`src/rtl/piso_serial_tx.sv`:
```
// piso_serial_tx: parallel-in, serial-out frame transmitter.
// Frame format on tx_out: start bit (0), DATA_W payload bits LSB first, stop bit (1).
// Every bit is held for CLKS_PER_BIT clock cycles. Words are taken over a
// valid/ready handshake that is only open while the line is idle.
// All outputs are driven straight from flops; no input reaches an output
// combinationally.

module piso_serial_tx #(
    parameter int DATA_W       = 8,
    parameter int CLKS_PER_BIT = 4
) (
    input  logic              clk,
    input  logic              rst_n,
    input  logic [DATA_W-1:0] tx_data,
    input  logic              tx_valid,
    output logic              tx_ready,
    output logic              tx_out,
    output logic              tx_busy,
    output logic              tx_done
);

    // Counter widths. The baud counter keeps at least one bit so that
    // CLKS_PER_BIT=1 still elaborates; in that case it simply stays at zero.
    localparam int BIT_W  = $clog2(DATA_W);
    localparam int BAUD_W = (CLKS_PER_BIT > 1) ? $clog2(CLKS_PER_BIT) : 1;

    // Terminal counts: the last payload bit index and the last cycle of a bit.
    localparam logic [BIT_W-1:0]  BIT_LAST  = BIT_W'(DATA_W - 1);
    localparam logic [BAUD_W-1:0] BAUD_LAST = BAUD_W'(CLKS_PER_BIT - 1);

    typedef enum logic [1:0] {
        IDLE  = 2'd0,
        START = 2'd1,
        DATA  = 2'd2,
        STOP  = 2'd3
    } state_t;

    state_t              state_reg;
    state_t              state_next;
    logic [DATA_W-1:0]   shift_reg;
    logic [DATA_W-1:0]   shift_next;
    logic [BIT_W-1:0]    bit_cnt_reg;
    logic [BIT_W-1:0]    bit_cnt_next;
    logic [BAUD_W-1:0]   baud_cnt_reg;
    logic [BAUD_W-1:0]   baud_cnt_next;
    logic                out_reg;
    logic                out_next;
    logic                ready_reg;
    logic                ready_next;
    logic                busy_reg;
    logic                busy_next;
    logic                done_reg;
    logic                done_next;

    // High on the last cycle of the current bit period; the state advances here.
    logic                bit_end;

    assign bit_end = (baud_cnt_reg == BAUD_LAST);

    // Register all state and outputs; reset forces the line high at once.
    always_ff @(posedge clk or negedge rst_n) begin
        if (!rst_n) begin
            state_reg    <= IDLE;
            shift_reg    <= '0;
            bit_cnt_reg  <= '0;
            baud_cnt_reg <= '0;
            out_reg      <= 1'b1;
            ready_reg    <= 1'b1;
            busy_reg     <= 1'b0;
            done_reg     <= 1'b0;
        end else begin
            state_reg    <= state_next;
            shift_reg    <= shift_next;
            bit_cnt_reg  <= bit_cnt_next;
            baud_cnt_reg <= baud_cnt_next;
            out_reg      <= out_next;
            ready_reg    <= ready_next;
            busy_reg     <= busy_next;
            done_reg     <= done_next;
        end
    end

    // Next-state and next-output logic; every value holds unless a case below
    // changes it, except tx_done which is a single-cycle pulse.
    always_comb begin
        state_next    = state_reg;
        shift_next    = shift_reg;
        bit_cnt_next  = bit_cnt_reg;
        baud_cnt_next = baud_cnt_reg;
        out_next      = out_reg;
        ready_next    = ready_reg;
        busy_next     = busy_reg;
        done_next     = 1'b0;

        case (state_reg)
            IDLE: begin
                // ready_reg is high throughout IDLE, including the tx_done
                // cycle, so a waiting word starts the next frame immediately.
                if (tx_valid && ready_reg) begin
                    shift_next    = tx_data;
                    state_next    = START;
                    out_next      = 1'b0;
                    busy_next     = 1'b1;
                    ready_next    = 1'b0;
                    baud_cnt_next = '0;
                end
            end

            START: begin
                if (bit_end) begin
                    state_next    = DATA;
                    out_next      = shift_reg[0];
                    bit_cnt_next  = '0;
                    baud_cnt_next = '0;
                end else begin
                    baud_cnt_next = baud_cnt_reg + BAUD_W'(1);
                end
            end

            DATA: begin
                if (bit_end) begin
                    baud_cnt_next = '0;
                    if (bit_cnt_reg == BIT_LAST) begin
                        // Last payload bit has had its full period.
                        state_next = STOP;
                        out_next   = 1'b1;
                    end else begin
                        // The bit that becomes bit 0 after the shift is
                        // shift_reg[1]; drive it in the same edge.
                        shift_next   = shift_reg >> 1;
                        out_next     = shift_reg[1];
                        bit_cnt_next = bit_cnt_reg + BIT_W'(1);
                    end
                end else begin
                    baud_cnt_next = baud_cnt_reg + BAUD_W'(1);
                end
            end

            STOP: begin
                if (bit_end) begin
                    state_next    = IDLE;
                    busy_next     = 1'b0;
                    ready_next    = 1'b1;
                    done_next     = 1'b1;
                    baud_cnt_next = '0;
                end else begin
                    baud_cnt_next = baud_cnt_reg + BAUD_W'(1);
                end
            end

            default: begin
                state_next = IDLE;
                out_next   = 1'b1;
                ready_next = 1'b1;
                busy_next  = 1'b0;
            end
        endcase
    end

    assign tx_out   = out_reg;
    assign tx_ready = ready_reg;
    assign tx_busy  = busy_reg;
    assign tx_done  = done_reg;

endmodule

```
`config.mk`:
```
export PLATFORM = sky130hd
export DESIGN_NAME = piso_serial_tx
export DESIGN_NICKNAME = d
export VERILOG_FILES = /design/src/rtl/piso_serial_tx.sv
export SDC_FILE = /design/constraint.sdc
export NUM_CORES = 1
export LEC_CHECK = 0
export ABC_CLOCK_PERIOD_IN_PS = 2500
export CAP_MARGIN = 20
export CORE_MARGIN = 4
export CORE_UTILIZATION = 53
export CTS_CLUSTER_DIAMETER = 50
export DETAILED_ROUTE_END_ITERATION = 16
export HOLD_SLACK_MARGIN = 0.05
export PLACE_DENSITY = 0.77
export SLEW_MARGIN = 20
export SYNTH_ARGS = -nofsm -noshare
export SYNTH_HDL_FRONTEND = slang
export SYNTH_SLANG_ARGS = --single-unit
```
`constraint.sdc`:
```
create_clock -name clk -period 2.5 [get_ports clk]
set_input_delay 0.5 -clock clk [delete_from_list [all_inputs] [get_ports clk]]
set_output_delay 0.5 -clock clk [all_outputs]
set_load 0.1 [all_outputs]
```
# Word-level counts from Yosys, hierarchy flattened
# Cells that the tools add are included.
# word_totals
regBits	19
in_bits	11
out_inout_bits	4
wordCells	62
# op_classes
addsub	2
eq_ne	11
n_mux	29
reduce_logical	12
# ops
operator	n
$mux 8	3
$pmux 8 s2	1
$mux 2	7
$ne 2x2->1 const B	6
$reduce_and 4->1	3
$mux 1	9
$mux 3	3
$pmux 2 s4	1
$eq 2x2->1 const B	3
$pmux 3 s2	1
$reduce_bool 2->1	3
$reduce_and 5->1	1
$pmux 1 s2	2
$pmux 2 s2	1
$add 3x1->3 const B	1
$eq 3x3->1 const B	1
$pmux 1 s3	1
$reduce_and 3->1	1
$reduce_bool 3->1	1
$reduce_or 3->1	1
$add 2x1->2 const B	1
$eq 2x1->1 const B	1
$logic_not 2->1	1
$logic_and 1x1->1	1

# Logic depth before layout (Yosys ltp)
# logic_depth
ltp_word	4
mapped_depth	7

# Worst setup path after synthesis
# Ideal clock, no wire load.
# synth_timing
path_kind	reg-to-reg
startpoint	register ready_reg, in the netlist tx_ready
endpoint	register shift_reg[0]
setup_time_ns	0.125
t_arrival_ns	1.759
required_ns	2.375
path_slack_ns	0.616
stages_incl_launch_ff	4
path_buffers	0
path_cell_list	dfstp_2 -> a21boi_4 -> a211oi_4 -> mux2_2
# synth_via
elab_chain_cells	3
# synth_rtl
element	line_no	source
from (decl)	48	logic ready_reg;
from (signal assigned)	77	ready_reg <= ready_next;
$logic_and 1x1->1	99	if (tx_valid && ready_reg) begin
$ne 2x2->1 (no line)	-	
$reduce_and 4->1 (no line)	-	
to (signal assigned)	73	shift_reg <= shift_next;
to (decl)	40	logic [DATA_W-1:0] shift_reg;
# No other way between the ends.
# A chain may end at the register's enable or synchronous reset.

# Worst setup path after layout
# layout_timing
startpoint	register state_reg[0]
endpoint	register shift_reg[5]
# layout_via
elab_chain_cells	3
# layout_rtl
element	line_no	source
from (decl)	38	state_t state_reg;
from (signal assigned)	72	state_reg <= state_next;
$eq 2x2->1 or $logic_not 2->1 (tied branches)	95	case (state_reg)
$ne 2x2->1 (no line) or $reduce_bool 2->1 (tied branches)	-	
$reduce_and 4->1 (no line)	-	
# Several ways; a longest one is shown, not always the timed one.

==> metrics.md <==
| Metric | Value |
|---|---|
| Outcome | finished clean |
| Max Cap Viol | 0 |
| WL per Instance | 14.05 um |
| Ys Warns | 0 |
| Max clock buf depth | 2 |
| CP top delay family | adder cells |
| Cells along the critical path | inv_1 -> ha_1 -> nor2_2 -> a211oi_4 -> mux2_2 |
| Worst-case clock skew | 0.002236 ns |
| Tot GR Track Use | 0.1581 |
| Number of synthesized flops with an enable pin | 0 |
| Crit-path max cell delay | 0.45 ns |
| Root buf cell | clkbuf_4 |
| Routed met3 length | 54 um |
| Initial antenna violation count | 0 |
| Post-synthesis mux area share | 0.1821 |
| Skew-Pair Late Insertion Delay | 0.29 ns |
| CTS Sinks | 19 |
| Peak supply drop | 0.8638 mV |
| Synth area leaders | dfrtp_1 38%, mux2_2 16%, ha_1 10%, dfstp_2 4.8%, a22o_1 4.0% |
| Max Freq | 477.6 MHz |
| Synth Flop Type | dfrtp_1 |
| Remaining global-route overflow | 0 |
| Synth area leader | dfrtp_1 |
| Antenna-violating nets left | 0 |
| Post-Syn Instances | 90 |
| CP bufs+invs | 1 |
| IO Pins | 15 |
| Worst-Margin Slew | 0.4637 ns |
| Minimum clock period | 2.094 ns |
| Setup bufs post-CTS | 0 |
| Max reg flops | 8 |
| Yosys reg bits | 19 |
| Post-synth ARST share | 1.000 |
| Count of different cell masters after synthesis | 29 |
| Area of the core | 1982 sq um |
| Mapped Nets | 110 |
| Share of layout cells above drive strength 1 | 0.3084 |
| PortBufs | 14 |
| Power per cell area | 1427 nW/um^2 |
| Nets | 128 |
| Area Overhead vs Synth | 16.40% |
| Max H-tree Level | 1 |
| Worst path arrival time | 2.28 ns |
| Register area share after synthesis | 0.4321 |
| Worst-path clk slew | 0.10 ns |
| Vias per cell | 5.381 |
| R2R Setup Slk | 0.41 ns |
| Period utilization | 0.8375 |
| Met2 WL | 917 um |
| Most frequent cells in the layout | 17 x dfrtp_1, 16 x mux2_2, 10 x clkdlybuf4s50_1, 9 x ha_1 |
| Post-Route WL | 1.883 mm |
| Syn_area_per_cell | 12.29 sq um |
| Crit-path max FO | 9 |
| RePlAce Congestion | 0.7027 |
| Unrepaired setup endpoints after global routing | no |
| Area share of the largest cell type after synthesis | 0.3846 |
| Final hold viol count | 0 |
| Top layer in use | met4 |
| Vias | 721 |
| Pins Over Slew Limit | 0 |
| Die X | 53.68 um |
| Cell at the slowest stage of the critical path | ha_1 |
| Setup TNS | 0 ns |
| Drt first pass iters | 4 |
| Lkg Pwr | 0.0005534 uW |
| Commonest non-fill, non-tap cell in the layout | dfrtp_1 |
| Simple-Gate Fraction of Synth Area | 0.09163 |
| Main combinational cell family by area after synthesis | multiplexers |
| 1st-iter DRT viols | 17 |
| WP data required | 2.68 ns |
| Critical path type | flop to flop |
| HPWL Detailed | 1.438 mm |
| Initial Utilization | 0.5581 |
| Synth Area in Compound Gates | 0.1572 |
| Final total power | 1837 uW |
| Hold_buf cts | 0 |
| DRC viols | 0 |
| CTS buffer count | 3 |
| CTS tree | built |
| Setup crit start kind | flop |
| Pin count of the biggest net entering global routing | 20 |
| Worst slew margin | 0.6899 |
| First-pass GRT wire length | 3.201 mm |
| Endpoints failing setup | 0 |
| Post-CTS sizing | 0 |
| Vias in the first global route | 719 |
| Adder-cell share of the synthesized area | 0.1018 |
| Synthesized area | 1106 sq um |
| Min-delay worst type | flop to flop |
| Crit path capture type | flop |
| Die ar. | 2882 sq um |
| # rows | 16 |
| Die H | 53.68 um |
| Post-Synth XOR/XNOR Area | 0 |
| Metal-1 WL | 877 um |
| Diodes inserted | 0 |
==> worst register-to-register path: cells and delay by family (launching register included) <==
kind | cells | cell delay, ns
mux | 1 | 0.40
buf+inv | 1 | 0.15
fa+ha+maj | 1 | 0.45
simple gates | 1 | 0.11
flops | 1 | 0.43
compound gates | 1 | 0.45
==> cell usage after synthesis, types with 2 or more instances <==
master	number
dfstp_2	2
inv_1	4
dfrtp_1	17
nor2_1	3
mux2_2	16
a21oi_1	2
o21ai_0	4
nor3_1	2
nand2_1	6
a22o_1	5
ha_1	9
nor2b_1	3
==> final cells by class <==
type	count	area (sq um)
repair buffers	16	145.1
fillers	158	694.4
multi-input cells	64	589.3
clock buffers	4	26.28
well taps	27	33.78
inverters	4	15.01
flip-flops and latches	19	478.0
==> logic make-up (layout without fill, tap and decap cells) <==
family                   Yosys count  count (layout)
AND/OR/NAND/NOR                   19              19
buffers and inverters              7              24
adder cells (fa/ha/maj)            9               9
AO/OA/AOI/OAI                     18              18
flip-flops                        19              19
multiplexers                      18              18
==> power breakdown <==
part	total [uW]	leakage, uW	switching (uW)	internal, uW
registers	571	0.000221	105	466
clock network	148	0.0000150	86.3	62.0
logic	1120	0.000318	587	531
total	1840	0.000553	779	1060
==> routing by layer <==
| metal | vias to the layer above | GRT usage |
|---|---|---|
| met5 | - | 0 |
| met4 | 0 | 0.08936 |
| met3 | 4 | 0.03878 |
| met2 | 7 | 0.2520 |
| met1 | 357 | 0.1934 |
| li1 | 353 | - |
==> path summary, 6_finish.rpt <==
path                                      start               to  cells past startpoint
min in group asynchronous                 rst_n   bit_cnt_reg[0]                      2
worst min register to register  baud_cnt_reg[0]  baud_cnt_reg[0]                      1
worst min-delay path            baud_cnt_reg[0]  baud_cnt_reg[0]                      1
max in group asynchronous                 rst_n           tx_out                      2
worst max register to register     state_reg[0]     shift_reg[5]                      5
worst max-delay path               state_reg[0]     shift_reg[5]                      5
==> per-stage QoR <==
stage / util / instance area (sq um) / cells / setup slack, ns / hold WS (ns)
after floorplan: - / 1106 / 90 / 0.6159 / 0.2044
after global placement: 0.6364 / 1261 / 130 / 0.4470 / 0.4852
after detailed placement: 0.6364 / 1261 / 130 / 0.4158 / 0.4927
after CTS: 0.6496 / 1287 / 134 / 0.4039 / 0.5047
after global routing: 0.6496 / 1287 / 134 / 0.2776 / 0.5358
final: 0.6496 / 1287 / 134 / 0.4061 / 0.4988
Power figures use the tool's default switching activity.
